## src/rtl/alu_pipelined_param.sv

```systemverilog
// WIDTH-bit ALU (add/sub/logic/shift, optional saturation) with an opaque tag carried alongside each op.
// Latency: out_valid rises 3 edges after the accept edge; throughput one op per cycle.
// Backpressure: out_valid && !out_ready freezes every stage and drops in_ready; no bubble squeezing.
module alu_pipelined_param #(
    parameter int WIDTH = 8,
    parameter int TAG_W = 4
) (
    input  logic             clk,
    input  logic             rst_n,
    input  logic             in_valid,
    output logic             in_ready,
    input  logic [WIDTH-1:0] A,
    input  logic [WIDTH-1:0] B,
    input  logic [2:0]       opcode,
    input  logic             signed_op,
    input  logic             sat_op,
    input  logic [TAG_W-1:0] tag_in,
    output logic             out_valid,
    input  logic             out_ready,
    output logic [WIDTH-1:0] result,
    output logic             carry,
    output logic             overflow,
    output logic             zero,
    output logic             negative,
    output logic [TAG_W-1:0] tag_out
);
    localparam int SH_W = $clog2(WIDTH);
    localparam int MSB  = WIDTH - 1;

    localparam logic [2:0] OP_ADD = 3'b000;
    localparam logic [2:0] OP_SUB = 3'b001;
    localparam logic [2:0] OP_AND = 3'b010;
    localparam logic [2:0] OP_OR  = 3'b011;
    localparam logic [2:0] OP_XOR = 3'b100;
    localparam logic [2:0] OP_NOT = 3'b101;
    localparam logic [2:0] OP_SHL = 3'b110;
    localparam logic [2:0] OP_SHR = 3'b111;

    // One enable for the whole pipe: a stalled output freezes everything behind it.
    logic en;
    assign en       = !out_valid || out_ready;
    assign in_ready = en && rst_n;

    // S1 registers
    logic             v1;
    logic [WIDTH-1:0] a1, b1;
    logic [2:0]       op1;
    logic             sgn1, sat1;
    logic [TAG_W-1:0] tag1;

    // S2 registers: raw result and pre-saturation flags
    logic             v2;
    logic [WIDTH-1:0] r2;
    logic             c2, ov2, sgn2, sat2, sub2;
    logic [TAG_W-1:0] tag2;

    // S3 registers: saturated result; zero/negative are evaluated into the output registers
    logic             v3;
    logic [WIDTH-1:0] r3;
    logic             c3, ov3;
    logic [TAG_W-1:0] tag3;

    // S1: capture the accepted operation
    always_ff @(posedge clk) begin
        if (!rst_n) begin
            v1   <= 1'b0;
            a1   <= '0;
            b1   <= '0;
            op1  <= '0;
            sgn1 <= 1'b0;
            sat1 <= 1'b0;
            tag1 <= '0;
        end else if (en) begin
            v1 <= in_valid;
            if (in_valid) begin
                a1   <= A;
                b1   <= B;
                op1  <= opcode;
                sgn1 <= signed_op;
                sat1 <= sat_op;
                tag1 <= tag_in;
            end
        end
    end

    // Raw result: operate on WIDTH+1 bits so the extra bit yields carry/borrow/shifted-out bit.
    logic [SH_W-1:0]  sh;
    logic [WIDTH:0]   ext;
    logic [WIDTH-1:0] raw;
    logic             raw_c, raw_ov;
    assign sh = b1[SH_W-1:0];

    // S2 combinational datapath
    always_comb begin
        ext    = '0;
        raw    = '0;
        raw_c  = 1'b0;
        raw_ov = 1'b0;
        case (op1)
            OP_ADD: begin
                ext    = {1'b0, a1} + {1'b0, b1};
                raw    = ext[MSB:0];
                raw_c  = ext[WIDTH];
                raw_ov = sgn1 && (a1[MSB] == b1[MSB]) && (raw[MSB] != a1[MSB]);
            end
            OP_SUB: begin
                ext    = {1'b0, a1} - {1'b0, b1};
                raw    = ext[MSB:0];
                raw_c  = ext[WIDTH];
                raw_ov = sgn1 && (a1[MSB] != b1[MSB]) && (raw[MSB] != a1[MSB]);
            end
            OP_AND: raw = a1 & b1;
            OP_OR:  raw = a1 | b1;
            OP_XOR: raw = a1 ^ b1;
            OP_NOT: raw = ~a1;
            OP_SHL: begin
                ext   = {1'b0, a1} << sh;
                raw   = ext[MSB:0];
                raw_c = ext[WIDTH];
            end
            OP_SHR: begin
                // A guard bit below the LSB catches the last bit shifted out.
                if (sgn1) ext = $unsigned($signed({a1, 1'b0}) >>> sh);
                else      ext = {a1, 1'b0} >> sh;
                raw   = ext[WIDTH:1];
                raw_c = ext[0];
            end
            default: raw = '0;
        endcase
    end

    // S2: register raw result and what saturation needs
    always_ff @(posedge clk) begin
        if (!rst_n) begin
            v2   <= 1'b0;
            r2   <= '0;
            c2   <= 1'b0;
            ov2  <= 1'b0;
            sgn2 <= 1'b0;
            sat2 <= 1'b0;
            sub2 <= 1'b0;
            tag2 <= '0;
        end else if (en) begin
            v2   <= v1;
            r2   <= raw;
            c2   <= raw_c;
            ov2  <= raw_ov;
            sgn2 <= sgn1;
            sat2 <= sat1 && ((op1 == OP_ADD) || (op1 == OP_SUB));
            sub2 <= (op1 == OP_SUB);
            tag2 <= tag1;
        end
    end

    // Saturation: on signed overflow the raw sign is the inverse of the true sign.
    logic [WIDTH-1:0] sat_res;
    always_comb begin
        sat_res = r2;
        if (sat2) begin
            if (sgn2) begin
                if (ov2) sat_res = r2[MSB] ? {1'b0, {MSB{1'b1}}} : {1'b1, {MSB{1'b0}}};
            end else if (c2) begin
                sat_res = sub2 ? '0 : '1;
            end
        end
    end

    // S3: register saturated result; carry/overflow keep the pre-saturation condition
    always_ff @(posedge clk) begin
        if (!rst_n) begin
            v3   <= 1'b0;
            r3   <= '0;
            c3   <= 1'b0;
            ov3  <= 1'b0;
            tag3 <= '0;
        end else if (en) begin
            v3   <= v2;
            r3   <= sat_res;
            c3   <= c2;
            ov3  <= ov2;
            tag3 <= tag2;
        end
    end

    // Output registers: update only on a valid slot so outputs hold the last valid result
    always_ff @(posedge clk) begin
        if (!rst_n) begin
            out_valid <= 1'b0;
            result    <= '0;
            carry     <= 1'b0;
            overflow  <= 1'b0;
            zero      <= 1'b0;
            negative  <= 1'b0;
            tag_out   <= '0;
        end else if (en) begin
            out_valid <= v3;
            if (v3) begin
                result   <= r3;
                carry    <= c3;
                overflow <= ov3;
                zero     <= (r3 == '0);
                negative <= r3[MSB];
                tag_out  <= tag3;
            end
        end
    end
endmodule

```

## config.mk

```make
export PLATFORM = sky130hd
export DESIGN_NAME = alu_pipelined_param
export DESIGN_NICKNAME = d
export VERILOG_FILES = /design/src/rtl/alu_pipelined_param.sv
export SDC_FILE = /design/constraint.sdc
export NUM_CORES = 1
export LEC_CHECK = 0
export ABC_AREA = 0
export CAP_MARGIN = 30
export CORE_MARGIN = 8
export CORE_UTILIZATION = 39
export CTS_CLUSTER_DIAMETER = 80
export DETAILED_ROUTE_END_ITERATION = 10
export RECOVER_POWER = 25
export SLEW_MARGIN = 15
export SYNTH_ARGS = -nofsm -noshare
export SYNTH_HDL_FRONTEND = slang
export SYNTH_SLANG_ARGS = --single-unit
```

## constraint.sdc

```tcl
create_clock -name clk -period 2.6 [get_ports clk]
set_clock_uncertainty 0.1 [all_clocks]
set_input_delay 0.39 -clock clk [delete_from_list [all_inputs] [get_ports clk]]
set_output_delay 0.39 -clock clk [all_outputs]
set_load 0.05 [all_outputs]
```

==> results of run 1 <==
## cell type report
| cell class | instances | area [µm²] |
|---|---|---|
| tap | 172 | 215 |
| sequential | 75 | 1500 |
| multi-input combinational | 465 | 3070 |
| timing repair buffer | 78 | 712 |
| clock inverter | 5 | 77.6 |
| clock buffer | 10 | 239 |
| fill | 1281 | 6520 |
| inverter | 22 | 82.6 |
## state kept, by name, indices dropped and copies added, names as in the netlist, 3 cells and up
signal / cells
tag3: 4
result: 8
op1: 3
a1: 8
tag1: 4
b1: 8
r3: 8
r2: 8
tag_out: 4
tag2: 4
## synth_stat cells (2+ instances only)
cell type | count | area share, %
nand2_1 | 137 | 11
a21boi_0 | 62 | 9.5
nand3_1 | 11 | 1.1
a21oi_1 | 16 | 1.6
o21ai_0 | 30 | 3.1
mux4_2 | 3 | 1.4
mux2_2 | 2 | 0.46
nor4_1 | 3 | 0.38
or3_1 | 2 | 0.26
clkbuf_1 | 37 | 2.8
nor3_1 | 14 | 1.4
fa_1 | 2 | 0.82
mux2i_1 | 9 | 1.8
o221ai_1 | 4 | 0.72
dfxtp_1 | 75 | 31
a311oi_1 | 2 | 0.36
xor2_1 | 4 | 0.72
nor2b_1 | 8 | 1.0
nor2_1 | 27 | 2.1
nand2b_1 | 10 | 1.3
xnor2_1 | 6 | 1.1
mux4_1 | 7 | 3.8
inv_1 | 21 | 1.6
a2111oi_0 | 3 | 0.54
and2_1 | 3 | 0.38
o22ai_1 | 3 | 0.38
o211ai_1 | 25 | 3.8
buf_2 | 6 | 0.62
buf_6 | 2 | 0.46
a211o_1 | 2 | 0.36
buf_1 | 4 | 0.31
buf_4 | 2 | 0.31
a31oi_1 | 5 | 0.64
o21a_1 | 3 | 0.46
ha_1 | 25 | 6.4
o21bai_1 | 3 | 0.46
a211oi_1 | 7 | 1.1
o31ai_1 | 3 | 0.46
a221o_1 | 2 | 0.41
a221oi_1 | 3 | 0.54
## where the power goes
group / internal, mW / switching, mW / leakage (nW)
clock: 0.857 / 0.470 / 0.154
combinational: 0.271 / 0.313 / 1.34
sequential: 1.21 / 0.0676 / 0.613
## per-layer routing
layer	part of all wire, %	up-vias
met4	2.9	0
li1	-	2229
met2	45	123
met1	46	2165
met3	5.6	25
met5	0	-
## final timing paths
check	end	cells after the start
max reg2reg	r2[1]	7
min	r2[5]	2
max	r2[1]	7
min reg2reg	tag1[1]	2
## critical path: cells and delay by family, from the launching register on
family                 cells  cell delay (ns)
flip-flops                 1             0.38
multiplexers               1             0.58
AO/OA/AOI/OAI              3             0.69
buffers and inverters      2             0.48
AND/OR/NAND/NOR            1             0.11
## timing repair
action / CTS / global route
endpoints found under the hold margin: 0 / 0
hold buffers: 0 / 0
setup endpoints to repair: 0 / 1
gates resized for setup: 0 / 1
## through the flow
stage / worst slack [ns] / area, µm² / cells / power [mW] / hold slack [ns]
after global placement: 0.0661 / 5590 / 812 / 1.87 / 0.349
after floorplan: 0.113 / 4880 / 613 / 1.68 / 0.341
after detailed placement: 0.0788 / 5590 / 812 / 1.88 / 0.357
after CTS: 0.0767 / 5910 / 827 / 3.22 / 0.304
final: 0.149 / 5900 / 827 / 3.19 / 0.320
after global routing: 0.0660 / 5900 / 827 / 3.34 / 0.319
## cell families after synthesis
kind of cell               synth area share [%]
DFF                                        30.8
muxes                                      7.47
and+or+nand+nor                            19.3
buffers and inverters                      6.24
AOI/OAI and AO/OA                          27.2
adders and majority gates                  7.24
xor gates and xnor gates                   1.80
==> key figures, run 1 <==
CTS
  • Worst-case clock buffer depth: 2
  • CTS buffer count: 9
  • CTS clk-pin slew, worst paths: 0.06 ns
  • Clock Latency Late Sink: 0.34 ns
  • CTS tree: done
  • Sink Count: 75
  • # Post-CTS Setup Buffers: 0
  • # H-tree levels: 3
  • CTS Root Cell: clkbuf_16

Yosys
  • Count of different cell masters after synthesis: 60
  • Post-Synthesis Cell Area: 4880 µm²
  • Register area share after synthesis: 30.8%
  • Synth async-reset ratio: 0%
  • Main flop type after synthesis: dfxtp_1
  • Post-synth EDFFs: 0
  • Yosys warnings: 0
  • Synthesized net count: 669
  • Avg Inst Size Synth: 7.95 µm²
  • Synth Register Bits: 75
  • Post-Syn Instances: 613

GRT
  • GRT busiest layer: met2
  • GRT met2 Usage: 27.1%
  • Total gr overflow: 0
  • First-pass GRT wire length: 23100 µm
  • Met3 usage: 4.91%
  • Vias in the first global route: 4329
  • Largest net degree at the start of global routing: 68
  • Total GRT Usage: 17.8%
  • Initial antenna violation count: 0
  • GR Layer Usage met1: 23.2%

Worst hold path
  • Min-delay src: rst_n
  • Min-delay worst type: input port to flop

Pwr
  • PwrDens: 540 nW/µm²
  • Leak: 2.11 nW
  • Peak VDD IR: 0.478 mV

Finish
  • Share of cells above drive strength 1: 8.24%
  • Finished Core Util: 47.5%
  • Commonest non-fill, non-tap cells in the layout: nand2_1 (137), dfxtp_1 (75), a21boi_0 (62)
  • Nets: 707
  • Commonest non-fill, non-tap cell in the layout: nand2_1
  • Ant diodes: 0
  • Area Overhead vs Synth: 21.0%

Timing
  • Final setup TNS: 0 ns
  • Peak Freq: 408 MHz
  • Final Hold Fails: 0
  • Count of final setup violators: 0
  • Final Max Tran Viols: 0
  • RSZ-0062 raised after global routing: false
  • Worst-margin pin slew: 0.730 ns
  • Normalized max-slew margin: 50.1%
  • Min Tclk post-route: 2.45 ns
  • Tcrit/Tclk final: 94.3%

Routing
  • Vias: 4542
  • Vias/cell: 5.49
  • WL per Instance: 17.0 µm
  • Number of remaining DRC errors: 0
  • DRT Wirelength: 14000 µm
  • TritonRoute pass-1 iters: 5
  • Iter 0 DRT Violations: 350
  • Final ANT Viol Nets: 0

Floorplanning
  • Core Area: 12400 µm²
  • Die Y: 128 µm
  • Row Count: 41
  • Io pins: 47
  • Die width: 128 µm
  • Starting Density: 39.3%
  • Die ar.: 16300 µm²

Critical path
  • Critical path class: flop to flop
  • Reg2reg start: b1[0]
  • Internal reg-to-reg setup slack: 0.15 ns
  • Crit path max fanout: 19
  • Slowest CP cell: mux4_1
  • Crit end category: flop
  • Data required time at the worst endpoint: 2.72 ns
  • CP most frequent cell: buf_4
  • Worst Setup SP: b1[0]
  • Slowest stage delay, CP: 0.58 ns
  • WP data arrival: 2.57 ns
  • Setup crit start kind: flop
  • Critical path, cell by cell: buf_4, mux4_1, nor2_1, a211oi_1, a2111oi_1, buf_4, o21ai_0

Job
  • Max cap viols: 0

Placed design
  • IO buf count: 46
  • Hpwl dp: 10500 µm
  • Placer Congestion: 0.973

Status
  • Status: finished, final reports clean
(Power assumes the default switching activity.)
==> inputs of run 2 (changes only) <==
ABC_AREA = default   (was 0)
CORE_ASPECT_RATIO = 0.9   (was default)
==> run 2 against run 1 <==
Against the previous run:
- setup slack improved by 0.023 ns
- via count rose by 0.20%
- register-to-register slack improved by 0.02 ns
- critical endpoint is now r2[6]
- largest cell class unchanged
- highest routed layer unchanged
==> key figures, run 2 (synthesis gave the netlist of run 1 again) <==
Status
  • Status: finished, final reports clean

Floorplanning
  • Core Area: 12100 µm² (-2.3%)
  • Die Y: 122 µm (-4.5%)
  • Io pins: 47 (unchanged)
  • Starting Density: 40.2% (+0.94 points)
  • Row Count: 38 (-7.3%)
  • Die ar.: 16300 µm² (about the same)
  • Die width: 134 µm (+4.7%)

Finish
  • Share of cells above drive strength 1: 8.21% (-0.038 points)
  • Commonest non-fill, non-tap cells in the layout: nand2_1 (137), dfxtp_1 (75), a21boi_0 (62)
  • Commonest non-fill, non-tap cell in the layout: nand2_1
  • Ant diodes: 0 (unchanged)
  • Post-route insts no fill: 818 (-1.1%)
  • Nets: 709 (+0.28%)
  • Area Overhead vs Synth: 21.1% (about the same)

Pwr
  • Peak VDD IR: 0.408 mV (-15%)
  • Leak: 2.11 nW (about the same)
  • PwrDens: 527 nW/µm² (-2.4%)

Routing
  • DRT Wirelength: 14300 µm (+2.0%)
  • Number of remaining DRC errors: 0 (unchanged)
  • Vias: 4551 (+0.20%)
  • WL per Instance: 17.5 µm (+3.1%)
  • Final ANT Viol Nets: 0 (unchanged)
  • Iter 0 DRT Violations: 361 (+3.1%)
  • Vias/cell: 5.56 (+1.3%)
  • TritonRoute pass-1 iters: 5 (unchanged)

Timing
  • Final Hold Fails: 0 (unchanged)
  • Worst-margin pin slew: 0.777 ns (+0.0475 ns)
  • Tcrit/Tclk final: 93.4% (-0.88 points)
  • Final Max Tran Viols: 0 (unchanged)
  • Fin Hold WS: 0.359 ns (+0.0392 ns)
  • Peak Freq: 412 MHz (+0.94%)
  • Normalized max-slew margin: 48.1% (-2.0 points)
  • Final setup TNS: 0 ns (unchanged)
  • RSZ-0062 raised after global routing: false
  • Count of final setup violators: 0 (unchanged)
  • Setup ws final: 0.172 ns (+0.0229 ns)
  • Min Tclk post-route: 2.43 ns (-0.0229 ns)

CTS
  • Cts hold-fix bufs: 0 (unchanged)
  • CTS buffer count: 9 (unchanged)
  • Clock Latency Late Sink: 0.34 ns (about the same)
  • Worst-case clock buffer depth: 2 (unchanged)
  • Sink Count: 75 (unchanged)
  • CTS Root Cell: clkbuf_16
  • CTS tree: done
  • CTS clk-pin slew, worst paths: 0.06 ns (about the same)
  • # H-tree levels: 3 (unchanged)

Worst hold path
  • Min-delay worst type: flop to flop

Critical path
  • Data required time at the worst endpoint: 2.72 ns (about the same)
  • Crit path max fanout: 8 (-11)
  • Setup crit start kind: flop
  • Critical path class: flop to flop
  • Crit end category: flop
  • Internal reg-to-reg setup slack: 0.17 ns (+0.02 ns)
  • WP data arrival: 2.55 ns (-0.02 ns)

Placed design
  • Placer Congestion: 0.923 (-5.2%)
  • Hpwl dp: 10600 µm (+1.8%)
  • Pre-CTS setup slack: 0.174 ns (+0.0953 ns)
  • IO buf count: 46 (unchanged)
  • Dpl cells: 802 (-1.2%)

GRT
  • Largest net degree at the start of global routing: 46 (-32%)
  • Total GRT Usage: 17.7% (-0.14 points)
  • Initial antenna violation count: 0 (unchanged)
  • Vias in the first global route: 4217 (-2.6%)
  • First-pass GRT wire length: 23000 µm (-0.42%)
  • Total gr overflow: 0 (unchanged)

Job
  • Max cap viols: 0 (unchanged)
-- run 2: timing repair --
action,4_1_cts,5_1_grt
setup buffers,0,0
setup endpoints to repair,0,1
gates resized for setup,0,1
-- run 2: layer usage --
layer	GRT usage, %	part of all wire (%)	vias to the layer above
met4	6.66	1.9	0
met2	26.1	44	128
met3	4.16	5.6	18
met5	0	0	-
met1	24.4	49	2168
li1	-	-	2237
-- run 2: per-stage QoR --
step	utilization (%)	power [mW]	instance area, µm²
2_1_floorplan	-	1.68	4880
3_3_place_gp	46.3	1.88	5620
3_5_place_dp	46.3	1.89	5620
4_1_cts	48.8	3.15	5910
5_1_grt	48.7	3.26	5900
6_report	48.7	3.11	5900
-- run 2: worst paths after layout --
check	startpoint	end	cells past startpoint
max	a1[0]	r2[6]	10
min	result[5]	result[5]	2
max reg2reg	a1[0]	r2[6]	10
min reg2reg	result[5]	result[5]	2
-- run 2: report_power, final --
part,switching (mW),internal (mW),leakage (nW),total [mW]
Sequential,0.0669,1.21,0.613,1.28
Clock,0.477,0.768,0.139,1.24
Combinational,0.318,0.275,1.36,0.593
Total,0.863,2.25,2.11,3.11
-- run 2: final cells by class --
class                      instances  area (µm²)
inverter                          22        82.6
tap                              160         200
multi-input combinational        465        3070
clock inverter                     4        50.0
sequential                        75        1500
timing repair buffer              80         751
fill                            1216        6220
clock buffer                      12         246
-- run 2: critical path, stage by stage, from the launching register on --
cell and delay (ns):
dfxtp_1 0.38, inv_1 0.11, ha_1 0.21, inv_1 0.07, fa_1 0.40, nand2b_1 0.09
a21oi_1 0.09, a221oi_1 0.40, xor2_1 0.12, a211oi_1 0.27, nor3_1 0.07
==> inputs of run 3 (changes only) <==
CORE_UTILIZATION = 52   (was 39)
PLACE_DENSITY = 0.76   (was default)
SETUP_SLACK_MARGIN = 0.3   (was default)
==> run 3 against run 2 <==
Against the previous run:
- critical path depth decreased by 5
- first-iteration DRC count up 22%
- maximum frequency increased by 5.6%
- critical endpoint is now in_ready
==> key figures, run 3 (synthesis gave the netlist of run 1 again) <==
Finish
  • Design area: 5860 µm² (-0.74%)
  • Area Overhead vs Synth: 20.2%
  • Share of cells above drive strength 1: 11.6% (+3.3 points)
  • Nets: 709 (unchanged)
  • Ant diodes: 0 (unchanged)
  • Commonest non-fill, non-tap cells in the layout: nand2_1 (137), dfxtp_1 (70), a21boi_0 (62)
  • Finished Core Util: 64.2% (+16 points)
  • Commonest non-fill, non-tap cell in the layout: nand2_1
  • Post-route insts no fill: 780 (-4.6%)

Critical path
  • Setup crit start kind: input port
  • R2R cell count: 10 (unchanged)
  • R2r endpoint: r2[6]
  • Worst Setup SP: out_ready
  • Worst path top cell family by delay: buffers and inverters
  • Instance count on the critical path: 5 (-5)
  • Critical path class: input port to output pin
  • Crit path max fanout: 40 (+32)
  • Critical Path End: in_ready
  • Slowest CP cell: dlygate4sd3_1
  • WP data arrival: 1.81 ns (-0.74 ns)
  • Reg2reg start: a1[0]
  • Crit end category: output pin
  • Internal reg-to-reg setup slack: 0.36 ns (+0.19 ns)
  • Crit path buf inv count: 3 (+1)
  • Critical path, cell by cell: dlygate4sd3_1, nand2b_1, buf_12, and2_1, buf_12
  • Data required time at the worst endpoint: 2.11 ns (-0.61 ns)
  • Slowest stage delay, CP: 0.55 ns (+0.15 ns)
  • CP most frequent cell: buf_12

CTS
  • Sink Count: 75 (unchanged)
  • CTS clk-pin slew, worst paths: 0.09 ns (+0.03 ns)
  • CTS buffer count: 9 (unchanged)
  • CTS Root Cell: clkbuf_8
  • # H-tree levels: 3 (unchanged)
  • Clock Latency Late Sink: 0.36 ns (+0.02 ns)
  • CTS tree: done
  • Worst-case clock buffer depth: 2 (unchanged)

Routing
  • DR WL met2: 6380 µm (+2.2%)
  • Vias: 4700 (+3.3%)
  • WL per Instance: 18.1 µm (+3.6%)
  • Final ANT Viol Nets: 0 (unchanged)
  • Iter 0 DRT Violations: 439 (+22%)
  • WL met1: 6510 µm (-6.8%)
  • DRT Wirelength: 14100 µm (-1.2%)
  • Vias/cell: 6.03 (+8.3%)
  • Number of remaining DRC errors: 0 (unchanged)
  • Met3 Wirelength: 1010 µm (+25%)
  • TritonRoute pass-1 iters: 5 (unchanged)
  • Top layer used by detailed routing: met4

Job
  • Max cap viols: 0 (unchanged)

Placed design
  • Pre-CTS setup slack: -0.133 ns (-0.307 ns)
  • Hpwl dp: 10100 µm (-4.8%)
  • Placer Congestion: 0.926 (+0.38%)
  • IO buf count: 46 (unchanged)
  • Dpl cells: 762 (-5.0%)
  • DP Area: 5530 µm² (-1.4%)

Floorplanning
  • Starting Density: 53.4% (+13 points)
  • Die width: 118 µm (-12%)
  • Io pins: 47 (unchanged)
  • Die ar.: 12700 µm² (-22%)
  • Core Area: 9130 µm² (-25%)
  • Row Count: 33 (-13%)
  • Die Y: 108 µm (-12%)

Timing
  • Final Hold Fails: 0 (unchanged)
  • Final setup TNS: 0 ns (unchanged)
  • Min Tclk post-route: 2.30 ns (-0.129 ns)
  • Final Max Tran Viols: 0 (unchanged)
  • Peak Freq: 435 MHz (+5.6%)
  • Setup ws final: 0.302 ns (+0.129 ns)
  • RSZ-0062 raised after global routing: true
  • Worst-margin pin slew: 0.642 ns (-0.135 ns)
  • Tcrit/Tclk final: 88.4% (-5.0 points)
  • Fin Hold WS: 0.367 ns (+0.00741 ns)
  • Count of final setup violators: 0 (unchanged)
  • Normalized max-slew margin: 56.1% (+8.0 points)

GRT
  • Initial antenna violation count: 0 (unchanged)
  • Vias in the first global route: 4450 (+5.5%)
  • Total gr overflow: 0 (unchanged)
  • Total GRT Usage: 22.1% (+4.4 points)
  • First-pass GRT wire length: 22700 µm (-1.1%)
  • Largest net degree at the start of global routing: 51 (+11%)

Pwr
  • Peak VDD IR: 0.330 mV (-19%)
  • PwrDens: 508 nW/µm² (-3.6%)
  • Power consumption: 2.98 mW (-4.3%)
  • Leak: 2.09 nW (-0.74%)

Status
  • Status: finished, final reports clean

Worst hold path
  • Min-delay worst type: flop to flop
## run 3: changes by cell type in the layout (fill, tap and decap cells not counted), moves of 3 or more
cell,before,now
ha_2,0,3
dfxtp_2,0,3
clkbuf_8,1,10
dfxtp_1,75,70
o21ai_1,0,3
clkbuf_16,9,0
ha_1,25,21
o21ai_0,30,27
## run 3: worst min path at each step
| stage | startpoint | end | slack (ns) | cells after the start |
|---|---|---|---|---|
| 5_1_grt | tag2[3] | tag2[3] | 0.39 | 2 |
| 6_report | tag2[3] | tag2[3] | 0.37 | 2 |
| 2_1_floorplan | c3 | c3 | 0.34 | 2 |
| 3_5_place_dp | tag2[3] | tag2[3] | 0.36 | 2 |
| 3_3_place_gp | result[4] | result[4] | 0.35 | 2 |
| 4_1_cts | tag2[3] | tag2[3] | 0.37 | 2 |
## run 3: layer usage
| metal | GRT usage [%] | vias to the layer above |
|---|---|---|
| met3 | 4.82 | 18 |
| met2 | 34.7 | 194 |
| met1 | 29.4 | 2245 |
| met5 | 0 | - |
| met4 | 7.12 | 0 |
| li1 | - | 2243 |
## run 3: worst register-to-register path, stage by stage, from the launching register on
cell and delay (ns):
dfxtp_4 0.38, inv_2 0.07, ha_2 0.18, inv_1 0.06, fa_2 0.39, nand2b_1 0.10, a21oi_2 0.08, a221oi_2 0.30
xor2_1 0.23, a211oi_2 0.11, nor3_1 0.17
## run 3: what timing repair did
item / in CTS / in global routing
pin swaps: 0 / 5
gates resized for setup: 7 / 23
setup buffers: 0 / 2
setup endpoints to repair: 6 / 10
hold buffers: 0 / 0
endpoints found under the hold margin: 0 / 0
## run 3: report_power, final
| group | internal (mW) | total (mW) | switching, mW | leakage (nW) |
|---|---|---|---|---|
| registers | 1.21 | 1.28 | 0.0716 | 0.616 |
| logic | 0.287 | 0.616 | 0.328 | 1.36 |
| clock network | 0.578 | 1.09 | 0.508 | 0.117 |
| total | 2.07 | 2.98 | 0.908 | 2.09 |
## run 3: cell type report
cell class	count	area, µm²
well taps	122	153
flip-flops and latches	75	1510
repair buffers	80	734
fillers	803	3270
clock buffers	10	138
multi-input cells	465	3140
clock inverters	6	95.1
inverters	22	86.3
